**config.mk**
```make
export PLATFORM = sky130hd
export DESIGN_NAME = isa_test_monitor_flat
export DESIGN_NICKNAME = d
export VERILOG_FILES = /design/src/rtl/isa_test_monitor_if.sv /design/src/rtl/isa_test_monitor.sv /design/src/flat_wrapper.sv
export SDC_FILE = /design/constraint.sdc
export NUM_CORES = 1
export LEC_CHECK = 0
export ABC_CLOCK_PERIOD_IN_PS = 7900
export CAP_MARGIN = 20
export CORE_ASPECT_RATIO = 1.5
export CORE_MARGIN = 4
export CORE_UTILIZATION = 40
export CTS_CLUSTER_DIAMETER = 80
export CTS_CLUSTER_SIZE = 10
export DETAILED_ROUTE_END_ITERATION = 16
export PLACE_DENSITY_LB_ADDON = 0.12
export SYNTH_ARGS = -nofsm -noshare
export SYNTH_HDL_FRONTEND = slang
export SYNTH_SLANG_ARGS = --single-unit
```
**constraint.sdc**
```tcl
create_clock -name i_clk -period 7.9 [get_ports i_clk]
set_input_delay 1.185 -clock i_clk [delete_from_list [all_inputs] [get_ports i_clk]]
set_output_delay 1.185 -clock i_clk [all_outputs]
set_load 0.1 [all_outputs]
```
**src/rtl/isa_test_monitor_if.sv**
```systemverilog
// ---------------------------------------------------------------------------
// isa_test_monitor_if
//   Bundles the core-facing and drain-facing signals of isa_test_monitor.
//   The clock and the active-low reset stay plain module ports.
//
//   Core side (into the monitor):
//     i_en        start monitoring (level)
//     i_pc_debug  core debug PC
//     i_io_ledr   LED port, character taken from [CHAR_W-1:0]
//   Drain side:
//     i_rd_en     pop the FIFO head
//     o_char      FIFO head, valid while o_char_vld
//     o_char_vld  FIFO non-empty
//     o_overflow  sticky, a character was dropped
//   Status:
//     o_state     IDLE=0 RUN=1 PASS=2 FAIL=3 TIMEOUT=4
//     o_done      state is PASS, FAIL or TIMEOUT
//     o_char_cnt  characters accepted into the FIFO, saturating
//     o_cycle_cnt cycles spent in RUN, saturating
//
//   Modports: slave is the monitor's view, master is the driver's view.
// ---------------------------------------------------------------------------
interface isa_test_monitor_if #(
    parameter int unsigned PC_W   = 32,
    parameter int unsigned CHAR_W = 8
) ();

    logic              i_en;
    logic [PC_W-1:0]   i_pc_debug;
    logic [31:0]       i_io_ledr;
    logic              i_rd_en;

    logic [CHAR_W-1:0] o_char;
    logic              o_char_vld;
    logic              o_overflow;
    logic [2:0]        o_state;
    logic              o_done;
    logic [15:0]       o_char_cnt;
    logic [31:0]       o_cycle_cnt;

    modport slave (
        input  i_en,
        input  i_pc_debug,
        input  i_io_ledr,
        input  i_rd_en,
        output o_char,
        output o_char_vld,
        output o_overflow,
        output o_state,
        output o_done,
        output o_char_cnt,
        output o_cycle_cnt
    );

    modport master (
        output i_en,
        output i_pc_debug,
        output i_io_ledr,
        output i_rd_en,
        input  o_char,
        input  o_char_vld,
        input  o_overflow,
        input  o_state,
        input  o_done,
        input  o_char_cnt,
        input  o_cycle_cnt
    );

endinterface

```
**src/rtl/isa_test_monitor.sv**
```systemverilog
// ---------------------------------------------------------------------------
// isa_test_monitor
//   Watches a RISC-V core's debug PC while an ISA test runs. Each arrival at
//   the print routine captures the low CHAR_W bits of the LED port into a
//   first-word-fall-through FIFO; reaching the end-of-test PC, the failure
//   trap or the cycle limit moves the monitor into a terminal state that is
//   held until reset. Works with pipelined cores where the PC may stall on
//   the print routine for several cycles (EDGE_MODE=1).
//
//   Ports:
//     i_clk    clock, all state updates on the rising edge
//     i_reset  asynchronous, active-low reset
//     bus      isa_test_monitor_if.slave (PC/LED inputs, FIFO drain, status)
//
//   Parameters:
//     PC_W        PC width
//     CHAR_W      captured character width (<= 32)
//     BUF_DEPTH   FIFO depth, power of two, >= 2
//     PRINT_PC    PC of the print point
//     PASS_PC     PC of the end-of-test point
//     FAIL_PC     PC of the failure trap
//     TIMEOUT_CYC RUN cycles before timeout
//     EDGE_MODE   1: capture once per arrival at PRINT_PC
//                 0: capture every cycle PC == PRINT_PC
// ---------------------------------------------------------------------------
module isa_test_monitor #(
    parameter int unsigned     PC_W        = 32,
    parameter int unsigned     CHAR_W      = 8,
    parameter int unsigned     BUF_DEPTH   = 16,
    parameter logic [PC_W-1:0] PRINT_PC    = 32'h0000_0014,
    parameter logic [PC_W-1:0] PASS_PC     = 32'h0000_001c,
    parameter logic [PC_W-1:0] FAIL_PC     = 32'hffff_fffc,
    parameter int unsigned     TIMEOUT_CYC = 1_000_000,
    parameter bit              EDGE_MODE   = 1'b1
) (
    input  logic                i_clk,
    input  logic                i_reset,
    isa_test_monitor_if.slave   bus
);

    // -----------------------------------------------------------------------
    // Constants
    // -----------------------------------------------------------------------
    localparam logic [2:0] ST_IDLE    = 3'd0;
    localparam logic [2:0] ST_RUN     = 3'd1;
    localparam logic [2:0] ST_PASS    = 3'd2;
    localparam logic [2:0] ST_FAIL    = 3'd3;
    localparam logic [2:0] ST_TIMEOUT = 3'd4;

    localparam int unsigned AW       = $clog2(BUF_DEPTH);
    localparam logic [AW:0] FULL_CNT = (AW+1)'(BUF_DEPTH);
    localparam logic [31:0] TMO_LAST = 32'(TIMEOUT_CYC - 1);

    // -----------------------------------------------------------------------
    // State
    // -----------------------------------------------------------------------
    logic [2:0]        state;
    logic [2:0]        state_nxt;
    logic              prev_print;
    logic [31:0]       cycle_cnt;
    logic [15:0]       char_cnt;
    logic              overflow;

    logic [CHAR_W-1:0] mem [BUF_DEPTH];
    logic [AW-1:0]     wr_ptr;
    logic [AW-1:0]     rd_ptr;
    logic [AW:0]       count;

    // -----------------------------------------------------------------------
    // Decode
    // -----------------------------------------------------------------------
    logic pc_print;
    logic pc_pass;
    logic pc_fail;
    logic in_run;
    logic capture;
    logic fifo_empty;
    logic fifo_full;
    logic pop;
    logic push;
    logic drop;
    logic tmo_hit;

    always_comb begin
        pc_print   = (bus.i_pc_debug == PRINT_PC);
        pc_pass    = (bus.i_pc_debug == PASS_PC);
        pc_fail    = (bus.i_pc_debug == FAIL_PC);
        in_run     = (state == ST_RUN);
        tmo_hit    = (cycle_cnt == TMO_LAST);

        // Edge mode suppresses repeat captures while a stalled pipeline
        // keeps the PC parked on the print routine.
        if (EDGE_MODE)
            capture = in_run && pc_print && !prev_print;
        else
            capture = in_run && pc_print;

        fifo_empty = (count == '0);
        fifo_full  = (count == FULL_CNT);
        pop        = bus.i_rd_en && !fifo_empty;
        // A pop in the same cycle frees the slot the push needs.
        push       = capture && (!fifo_full || pop);
        drop       = capture && fifo_full && !pop;
    end

    // -----------------------------------------------------------------------
    // Next state; a PC match takes priority over the timeout
    // -----------------------------------------------------------------------
    always_comb begin
        state_nxt = state;
        case (state)
            ST_IDLE: begin
                if (bus.i_en)
                    state_nxt = ST_RUN;
            end
            ST_RUN: begin
                if (pc_pass)
                    state_nxt = ST_PASS;
                else if (pc_fail)
                    state_nxt = ST_FAIL;
                else if (tmo_hit)
                    state_nxt = ST_TIMEOUT;
            end
            default: state_nxt = state;
        endcase
    end

    // -----------------------------------------------------------------------
    // Control registers and counters
    // -----------------------------------------------------------------------
    always_ff @(posedge i_clk or negedge i_reset) begin
        if (!i_reset) begin
            state      <= ST_IDLE;
            prev_print <= 1'b0;
            cycle_cnt  <= '0;
            char_cnt   <= '0;
            overflow   <= 1'b0;
        end else begin
            state      <= state_nxt;
            prev_print <= pc_print;

            // The count stops at TIMEOUT_CYC-1, the value at which the
            // timeout fires, so it reads frozen after a timeout.
            if (in_run && !tmo_hit && (cycle_cnt != '1))
                cycle_cnt <= cycle_cnt + 32'd1;

            if (push && (char_cnt != '1))
                char_cnt <= char_cnt + 16'd1;

            if (drop)
                overflow <= 1'b1;
        end
    end

    // -----------------------------------------------------------------------
    // Character FIFO (first-word fall-through)
    // -----------------------------------------------------------------------
    always_ff @(posedge i_clk or negedge i_reset) begin
        if (!i_reset) begin
            for (int unsigned i = 0; i < BUF_DEPTH; i++)
                mem[i] <= '0;
            wr_ptr <= '0;
            rd_ptr <= '0;
            count  <= '0;
        end else begin
            if (push) begin
                mem[wr_ptr] <= bus.i_io_ledr[CHAR_W-1:0];
                wr_ptr      <= wr_ptr + 1'b1;
            end
            if (pop)
                rd_ptr <= rd_ptr + 1'b1;

            case ({push, pop})
                2'b10:   count <= count + 1'b1;
                2'b01:   count <= count - 1'b1;
                default: count <= count;
            endcase
        end
    end

    // -----------------------------------------------------------------------
    // Outputs
    // -----------------------------------------------------------------------
    assign bus.o_char      = mem[rd_ptr];
    assign bus.o_char_vld  = !fifo_empty;
    assign bus.o_overflow  = overflow;
    assign bus.o_state     = state;
    assign bus.o_done      = (state == ST_PASS) || (state == ST_FAIL) ||
                             (state == ST_TIMEOUT);
    assign bus.o_char_cnt  = char_cnt;
    assign bus.o_cycle_cnt = cycle_cnt;

endmodule
```
**src/flat_wrapper.sv**
```systemverilog
// flat-port wrapper written by rule: the top's interface ports become plain ports
module isa_test_monitor_flat 
#(
    parameter int unsigned     PC_W        = 32,
    parameter int unsigned     CHAR_W      = 8,
    parameter int unsigned     BUF_DEPTH   = 16,
    parameter logic [PC_W-1:0] PRINT_PC    = 32'h0000_0014,
    parameter logic [PC_W-1:0] PASS_PC     = 32'h0000_001c,
    parameter logic [PC_W-1:0] FAIL_PC     = 32'hffff_fffc,
    parameter int unsigned     TIMEOUT_CYC = 1_000_000,
    parameter bit              EDGE_MODE   = 1'b1
)
  (i_clk, i_reset, bus_i_en, bus_i_pc_debug, bus_i_io_ledr, bus_i_rd_en, bus_o_char, bus_o_char_vld, bus_o_overflow, bus_o_state, bus_o_done, bus_o_char_cnt, bus_o_cycle_cnt);
  isa_test_monitor_if #(.PC_W(PC_W), .CHAR_W(CHAR_W)) bus_i ();
  input  logic i_clk;
  input  logic i_reset;
  input wire logic [$bits(bus_i.i_en)-1:0] bus_i_en;
  input wire logic [$bits(bus_i.i_pc_debug)-1:0] bus_i_pc_debug;
  input wire logic [$bits(bus_i.i_io_ledr)-1:0] bus_i_io_ledr;
  input wire logic [$bits(bus_i.i_rd_en)-1:0] bus_i_rd_en;
  output wire logic [$bits(bus_i.o_char)-1:0] bus_o_char;
  output wire logic [$bits(bus_i.o_char_vld)-1:0] bus_o_char_vld;
  output wire logic [$bits(bus_i.o_overflow)-1:0] bus_o_overflow;
  output wire logic [$bits(bus_i.o_state)-1:0] bus_o_state;
  output wire logic [$bits(bus_i.o_done)-1:0] bus_o_done;
  output wire logic [$bits(bus_i.o_char_cnt)-1:0] bus_o_char_cnt;
  output wire logic [$bits(bus_i.o_cycle_cnt)-1:0] bus_o_cycle_cnt;
  assign bus_i.i_en = bus_i_en;
  assign bus_i.i_pc_debug = bus_i_pc_debug;
  assign bus_i.i_io_ledr = bus_i_io_ledr;
  assign bus_i.i_rd_en = bus_i_rd_en;
  assign bus_o_char = bus_i.o_char;
  assign bus_o_char_vld = bus_i.o_char_vld;
  assign bus_o_overflow = bus_i.o_overflow;
  assign bus_o_state = bus_i.o_state;
  assign bus_o_done = bus_i.o_done;
  assign bus_o_char_cnt = bus_i.o_char_cnt;
  assign bus_o_cycle_cnt = bus_i.o_cycle_cnt;
  isa_test_monitor #(.PC_W(PC_W), .CHAR_W(CHAR_W), .BUF_DEPTH(BUF_DEPTH), .PRINT_PC(PRINT_PC), .PASS_PC(PASS_PC), .FAIL_PC(FAIL_PC), .TIMEOUT_CYC(TIMEOUT_CYC), .EDGE_MODE(EDGE_MODE)) u_core (.i_clk(i_clk), .i_reset(i_reset), .bus(bus_i));
endmodule
```
# --- Yosys cells after proc, flatten, opt, wreduce, memory -nomap -nowiden ---
# Cells that the tools add are included.
totals:
  mem_bits_rw: 0
  mem_count: 0
  ff_bits: 194
  output_inout_bits: 62
  input_bits: 68
  elab_cells: 85
  romBits: 0
  latchBits: 0
classes:
  n_mux: 12
  div_mod_pow: 0
  n_addsub: 6
  mul: 0
  n_eq_ne: 15
  n_reduce_logical: 23
  shifts: 0
  n_bitwise: 2
  order_cmp: 3
ops:
  columns: ["cell", "count"]
  rows:
  - ["bitwise mux 128 bit", 1]
  - ["== test 32 x 5 -> 1 bit (second input constant)", 2]
  - ["adder 32 x 1 -> 32 bit (second input constant)", 1]
  - ["binary-select mux 8 bit (select 4 bit)", 1]
  - ["demux 8 bit (select 4 bit)", 1]
  - ["== test 32 x 20 -> 1 bit (second input constant)", 1]
  - ["== test 32 bit (second input constant)", 1]
  - ["inequality test 32 bit (second input constant)", 1]
  - ["two-way mux 8 bit", 3]
  - ["adder 16 x 1 -> 16 bit (second input constant)", 1]
  - ["inequality test 16 bit (second input constant)", 1]
  - ["two-way mux 3 bit", 4]
  - [">= comparator 5 bit (second input constant)", 2]
  - ["logical AND 1 bit", 10]
  - ["inverter 4 -> 5 bit", 2]
  - ["case mux 5 bit (2 select lines)", 1]
  - ["adder 4 x 1 -> 4 bit (second input constant)", 2]
  - ["== test 3 x 2 -> 1 bit (second input constant)", 2]
  - ["case mux 3 bit (2 select lines)", 1]
  - ["adder 5 x 1 -> 5 bit (second input constant)", 1]
  - ["== test 5 bit (second input constant)", 1]
  - ["logical NOT 1 bit", 5]
  - ["logical NOT 5 bit", 1]
  - ["< comparator 5 x 1 -> 1 bit (second input constant)", 1]
  - ["11 further kinds", 14]

# --- Longest topological paths before layout ---
logic_depth:
  ltp_word: 7
  mapped_depth: 14

# --- Worst setup path before layout ---
# Ideal clock, no wire load.
synth_timing:
  path_type: "register to output"
  start: "register u_core.rd_ptr[0]"
  end: "output port bus_o_char[0]"
  slack_ns: 4.217
  path_stages_with_launch: 5
  required_time_ns: 6.715
  arrival_ns: 2.498
  path_buffers: 2
  cell_sequence: "dfrtp_1 clkbuf_1 buf_1 mux4_2 mux4_2"
synth_between:
  elab_chain_cells: 4
synth_lines:
  columns: ["element", "line_no", "rtl"]
  rows:
  - ["start, declared", "isa_test_monitor.sv:66", "logic [AW-1:0] rd_ptr;"]
  - ["start signal, assigned", "isa_test_monitor.sv:171", "rd_ptr <= rd_ptr + 1'b1;"]
  - ["inverter 4 -> 5 bit (not written as such)", "isa_test_monitor.sv:184", "assign bus.o_char = mem[rd_ptr];"]
  - ["binary-select mux 8 bit (select 4 bit)", "isa_test_monitor.sv:184", null]
  - ["two-way mux 8 bit (not written as such) (2 in a row)", "isa_test_monitor.sv:184", null]
  - ["end, declared", "flat_wrapper.sv:21", "output wire logic [$bits(bus_i.o_char)-1:0] bus_o_char;"]
# Every way passes these cells. The select of a mux whose other input is x is not followed.

# --- Worst setup path after layout ---
layout_timing:
  start: "register u_core.rd_ptr[0]"
  end: "output port bus_o_char[5]"
# The elaborated chain is that of the path after synthesis.

==> impl_results.md <==
- Setup Skew: a little under 0.01 ns
- N_diodes: 0
- Primary FF master, synth: dfrtp_1
- Post-CTS setup buffers: 0
- Critical path's slowest cell: clkdlybuf4s50_1
- Gpl congestion: 0.841
- Total power per unit cell area: about 170 nW/µm²
- TritonRoute pass-1 iters: 4
- Final min period: roughly 4.8 ns
- Most frequent cell after synthesis: dfrtp_1
- Die W: around 130 µm
- Worst relative slew slack: between 30% and 40%
- Critical Path Sink Type: output port
- Unrepaired setup endpoints after global routing: false
- Port Buffer Count: roughly 110
- Leak: between 5 and 6 nW
- CP endpoint: bus_o_char[5]
- Most used cell, CP: mux4_2
- Die H: between 150 and 200 µm
- Fmax: 210 MHz
- H-tree levels: 4
- CTS tree: built
- Clock buffer depth: 2
- Worst r2r dst: u_core.count[4]$_DFFE_PN0P_
- Cell class contributing the biggest share of worst-path delay: buffers and inverters
- Critical Path, Cell by Cell: buf_4 > mux4_2 > mux4_2 > clkdlybuf4s50_1
- Largest stage delay, worst path: just under 1 ns
- Clock transition at the registers of the reported paths: approximately 0.070 ns
- Synthesized Nets: 780
- Async SR Flop Fraction: 100%
- Seq cells post-synth: 194
- Mux cell area share after synthesis: 25.6%
- Fillers: 2,045
- Setup_tns: 0 ns
- WL per Instance: 19.8 µm
- Critical Path Start: u_core.rd_ptr[0]$_DFFE_PN0P_
- Post-Synth Simple-Gate Area: 12.2%
- Number of synthesized flops with an enable pin: 0
- Psw: 0.411 mW
- Clock network fraction of design power: 45.3%
- Worst reg-to-reg path cell count: 11
- Vias: 6,170
- Reg-to-Reg Start: u_core.count[1]$_DFFE_PN0P_
- Slew at the pin closest to its max-slew limit: 1.01 ns
- Area delta synth->final: 20.9%
- Initial antenna violation count: 0
- Layout cells sized above 1: 27.1%
- Vias in the first global route: 6,652
- Tcrit/Tclk final: 60.3%
- Core area: 23,100 µm²
- CP Launch Type: register
- Dominant cell type by area after synthesis: dfrtp_1
- Worst Path Buf+Inv: 2
- Worst Hold Class: register to register
- Clk Tree Root Cell: clkbuf_16
- Flop2flop setup slack: 4.50 ns
- DR vias/cell: approximately 5.5
- Count of different cell masters after synthesis: 54
- Critical Path Stages: 4
- Largest net degree at the start of global routing: roughly 110
- Drt initial violations: 266
- Power Internal: 1.51 mW
- Fin. Hold Viols: 0
- Initial Util: 40.9%
- Detail Placement HPWL: around 16 mm
- Post-Syn Area: 9460 µm²
- Synth warn: 0
- Final setup viols: 0
- Synth cell count leaders: dfrtp_1, mux2_2, mux4_2, nand4_1, nand2_1
- Sequential area share after synthesis: 51.3%
- MaxCap Viol Count: 0
- Comb pwr share: 2.9%
- Peak VDD IR: 0.000151 V
- CP Data Required Time: between 6 and 7 ns
- Clk_lat worst skew: between 0.4 and 0.5 ns
- Synth Area in Compound Gates: 3.15%
- Post-synthesis area per instance: 13.5 µm²
- Routed wire length: about 22 mm
- Post-cts resize count: 0
- Post-synth top area share: 51.3%
- CTS buffer count: 17
- Post-CTS Hold Buffers: 0
- Top cells by area, synth: dfrtp_1, mux2_2, mux4_2, xor2_1, nand4_1
- Crit Path Class: register to output port
- Pins Over Slew Limit: 0
- XOR/XNOR Fraction of Synth Area: 4.63%
- Post-route ant nets: 0
- Multi-input logic area: between 4000 and 5000 µm²
- I/O Pins: 130
- # clock sinks: 194
- Max FO, Critical Path: 31
- Register area: 4860 µm²
- Flop pwr share: between 50% and 60%
- Grt total ovfl: 0
- Sw Ratio: ~21%
- Worst EP arrival: about 3.6 ns
- First-pass GRT wire length: 36.1 mm
- Adder-cell area share of the yosys netlist: 1.45%
- # rows: 68
- Synth Instances: 701
- Die ar.: 26,200 µm²
- GRT Total Usage: roughly 18%
- Status: completed
- Nets@finish: 878
- Largest family of logic cells by synthesized area: multiplexers
- Final Power: 1.92 mW
- DRC: 0
## cell families after synthesis
group | count (synthesis)
mux | 175
fa+ha+maj | 11
compound gates | 42
flops | 194
buf+inv | 39
simple gates | 190
xor+xnor | 50
## how the worst min path moves through the flow
stage                             endpoint                   startpoint  depth (start not counted)  slack (ns)
3_5_place_dp     u_core.mem[2]$_DFFE_PN0P_    u_core.mem[2]$_DFFE_PN0P_                          1        0.48
5_1_grt        u_core.count[4]$_DFFE_PN0P_  u_core.count[4]$_DFFE_PN0P_                          1        0.51
4_1_cts        u_core.count[4]$_DFFE_PN0P_  u_core.count[4]$_DFFE_PN0P_                          1        0.49
2_1_floorplan  u_core.count[4]$_DFFE_PN0P_  u_core.count[4]$_DFFE_PN0P_                          1        0.46
3_3_place_gp     u_core.mem[3]$_DFFE_PN0P_    u_core.mem[3]$_DFFE_PN0P_                          1        0.47
6_report       u_core.mem[127]$_DFFE_PN0P_  u_core.mem[127]$_DFFE_PN0P_                          1        0.49
## metal layers
metal	vias up	share of wire [%]	track usage (%)
met5	-	0	0
met4	0	2.0	6.48
met3	32	3.6	3.42
met2	150	55	32.3
met1	3144	40	20.2
li1	2844	-	-
## layout by cell type (no fill, tap or decap), types with 3 or more instances in the layout
master,instances
dfrtp_1,193
mux2_1,15
a21oi_1,7
ha_1,11
clkbuf_8,4
nand4b_1,3
xor2_1,28
xnor2_1,22
and3_1,5
nor4b_1,3
and2_1,6
inv_1,7
a21boi_0,4
nor3_1,10
clkbuf_16,17
mux4_2,40
a21o_1,3
nand3_1,18
nor2_1,20
buf_4,5
nand2b_1,5
a211oi_1,3
nand3_2,12
clkinv_2,4
mux2_2,120
nand4_1,37
nand2_1,32
o21ai_0,6
nor4_1,18
and4_1,7
clkdlybuf4s50_1,104
a22oi_1,3
o22ai_1,3
## power groups by stage
stage                     clock, mW  sequential (mW)  combinational (mW)
final                         0.870            0.993              0.0566
after floorplan                   0             1.01             0.00673
after global routing          0.934            0.992              0.0636
after CTS                     0.894            0.993              0.0567
after global placement            0             1.01              0.0540
after detailed placement          0             1.01              0.0566
## registers in the layout, summed over array words and instances, names as in the netlist
signal	flops
u_core.rd_ptr	4
u_core.count	5
u_core.bus.o_state	3
u_core.bus.o_cycle_cnt	32
u_core.mem	128
u_core.bus.o_char_cnt	16
u_core.prev_print	1
u_core.bus.o_overflow	1
u_core.wr_ptr	4
## per-stage QoR
stage / hold slack, ns / std cells / instance area (µm²) / setup slack, ns / utilization, %
2_1_floorplan: 0.457 / 701 / 9460 / 4.22 / -
3_3_place_gp: 0.468 / 1094 / 10800 / 3.47 / 46.7
3_5_place_dp: 0.479 / 1094 / 10800 / 3.31 / 46.7
4_1_cts: 0.492 / 1126 / 11400 / 3.07 / 49.3
5_1_grt: 0.511 / 1127 / 11400 / 2.96 / 49.4
6_report: 0.490 / 1127 / 11400 / 3.14 / 49.4
## worst reg2reg max path, stage by stage, from the launching register on
cell and delay (ns):
dfrtp_1 0.45, or4_1 0.60, or2_2 0.32, and2_1 0.26
ha_1 0.36, xor2_1 0.20, ha_1 0.22, a21boi_0 0.22
o221ai_1 0.18, a21o_1 0.20, a21oi_1 0.17, xor2_1 0.15
## area by class of cell
cell class                 instances  share of cell area, %
timing repair buffer             111                   9.79
clock inverter                    12                   1.14
inverter                           7                  0.230
multi-input combinational        468                   38.9
clock buffer                      20                   4.08
sequential                       194                   42.4
tap                              315                   3.44
Note: power is estimated with default switching activity, not from simulation.
==> RTL change, RTL diff (same settings) <==
`EDGE_MODE` is set to 1'b1 in 2 places; all go to 1'b0.
--- a/src/rtl/isa_test_monitor.sv
+++ b/src/rtl/isa_test_monitor.sv
@@ -31,7 +31,7 @@
     parameter logic [PC_W-1:0] PASS_PC     = 32'h0000_001c,
     parameter logic [PC_W-1:0] FAIL_PC     = 32'hffff_fffc,
     parameter int unsigned     TIMEOUT_CYC = 1_000_000,
-    parameter bit              EDGE_MODE   = 1'b1
+    parameter bit              EDGE_MODE   = 1'b0
 ) (
     input  logic                i_clk,
     input  logic                i_reset,
--- a/src/flat_wrapper.sv
+++ b/src/flat_wrapper.sv
@@ -8,7 +8,7 @@
     parameter logic [PC_W-1:0] PASS_PC     = 32'h0000_001c,
     parameter logic [PC_W-1:0] FAIL_PC     = 32'hffff_fffc,
     parameter int unsigned     TIMEOUT_CYC = 1_000_000,
-    parameter bit              EDGE_MODE   = 1'b1
+    parameter bit              EDGE_MODE   = 1'b0
 )
   (i_clk, i_reset, bus_i_en, bus_i_pc_debug, bus_i_io_ledr, bus_i_rd_en, bus_o_char, bus_o_char_vld, bus_o_overflow, bus_o_state, bus_o_done, bus_o_char_cnt, bus_o_cycle_cnt);
   isa_test_monitor_if #(.PC_W(PC_W), .CHAR_W(CHAR_W)) bus_i ();
Function: changed (Yosys sat finds a counterexample within 4 cycles, from zero or initial values and one cycle with i_reset low).
==> RTL change against the original RTL <==
Worst setup slack better by 0.0050 ns. Cell count is 6.7% lower. Total power is 3.4% lower. Global-route usage is 0.17 points higher. Sequential cell count is 1 lower. Design area is 3.3% lower. Synthesized area is 2.9% lower. Count of clock-buffer cells in the layout is 2 lower. Routed wire length is 1.2% lower. Largest cell class unchanged. Highest routed layer unchanged.
==> RTL change: results (changes against the original RTL) <==
final wirelength -> 22.01 mm (-1.2%)
Peak VDD IR -> 150.4 uV (-0.25%)
Leakage -> 5.114 nW (-0.83%)
Total GRT Usage -> 17.71% (+0.17 points)
Post-Synth XOR/XNOR Area -> 5.530% (+0.90 points)
Clock Skew -> 0.01164 ns (+0.001987 ns)
post-synthesis adder-cell area fraction -> 1.498% (+0.043 points)
status -> finished clean
GR met2 Demand/Resource -> 32.27% (-0.035 points)
M1 wire length -> 8.977 mm (+1.8%)
Compound-Gate Fraction of Synth Area -> 1.362% (-1.8 points)
internal power -> 1.423 mW (-5.7%)
share of total power in the clock network -> 43.7% (-1.6 points)
largest net degree at the start of global routing -> 106 (-0.93%)
P per Cell Area -> 167.5 nW/um2 (-0.12%)
worst-case reg-to-reg path depth -> 14 (+3)
Async SR Flop Fraction -> 100.0% (unchanged)
share of layout cells above drive strength 1 -> 30.19% (+3.1 points)
nets -> 841 (-4.2%)
placed insts -> 1018 (-6.9%)
Post-synth top cells -> dfrtp_1 (193), mux2_2 (132), mux4_2 (40), xor2_1 (31), nand4_1 (28)
Area after DPL -> 10500 um2 (-3.0%)
min-delay src -> u_core.bus.o_overflow
post-synthesis sequential area ratio -> 52.57% (+1.3 points)
Net Count, Synth -> 743 (-4.7%)
Top reg by flops -> u_core.mem
Iter 0 DRT Violations -> 307 (+15%)
R2R setup slack -> 4.43 ns (-0.07 ns)
met3 Use GR -> 3.612% (+0.19 points)
hold crit path type -> reg2reg
CP Data Arrival Time -> 3.57 ns (about the same)
GPL Wtd Cong -> 0.8288 (-1.4%)
Flop pwr share -> 53.2% (+1.5 points)
M1 GR Usage -> 20.72% (+0.57 points)
vias in the first global route -> 6484 (-2.5%)
fin crit share -> 60.19% (-0.064 points)
Slew @ Worst Pin -> 1.009 ns (+0.001980 ns)
synth top area cells -> dfrtp_1 (53%), mux2_2 (16%), mux4_2 (9.8%), xor2_1 (3.0%), xnor2_1 (2.6%)
crit path max fanout -> 30 (-3.2%)
critical register-to-register path startpoint -> u_core.bus.o_state[1]
WL met3 -> 668 um (-17%)
DP Worst Slack -> 3.296 ns (-0.01320 ns)
Critical Path Sink -> bus_o_char[3]
DP Wirelength -> 14.83 mm (-7.7%)
Initial DRT Pass Iterations -> 4 (unchanged)
total number of vias -> 5901 (-4.4%)
Synth cell types -> 45 (-17%)
post-synthesis mux area share -> 26.10% (+0.50 points)
==> RTL change: final cells by class <==
| cell class | count | area, um2 |
|---|---|---|
| Inverter | 10 | 37.54 |
| Timing Repair Buffer | 109 | 1105 |
| Tap cell | 276 | 345.3 |
| Sequential cell | 193 | 4832 |
| Clock buffer | 18 | 429.2 |
| Clock inverter | 14 | 116.4 |
| Multi-Input combinational cell | 431 | 4204 |
| Fill cell | 1982 | 11400 |
==> RTL change: how the worst min path moves through the flow <==
| stage | endpoint | slack [ns] | cells past startpoint |
|---|---|---|---|
| after CTS | u_core.bus.o_overflow | 0.47 | 1 |
| after global placement | u_core.bus.o_overflow | 0.45 | 1 |
| after detailed placement | u_core.bus.o_overflow | 0.45 | 1 |
| final | u_core.bus.o_overflow | 0.46 | 1 |
| after floorplan | u_core.count[4] | 0.45 | 1 |
| after global routing | u_core.bus.o_overflow | 0.49 | 1 |
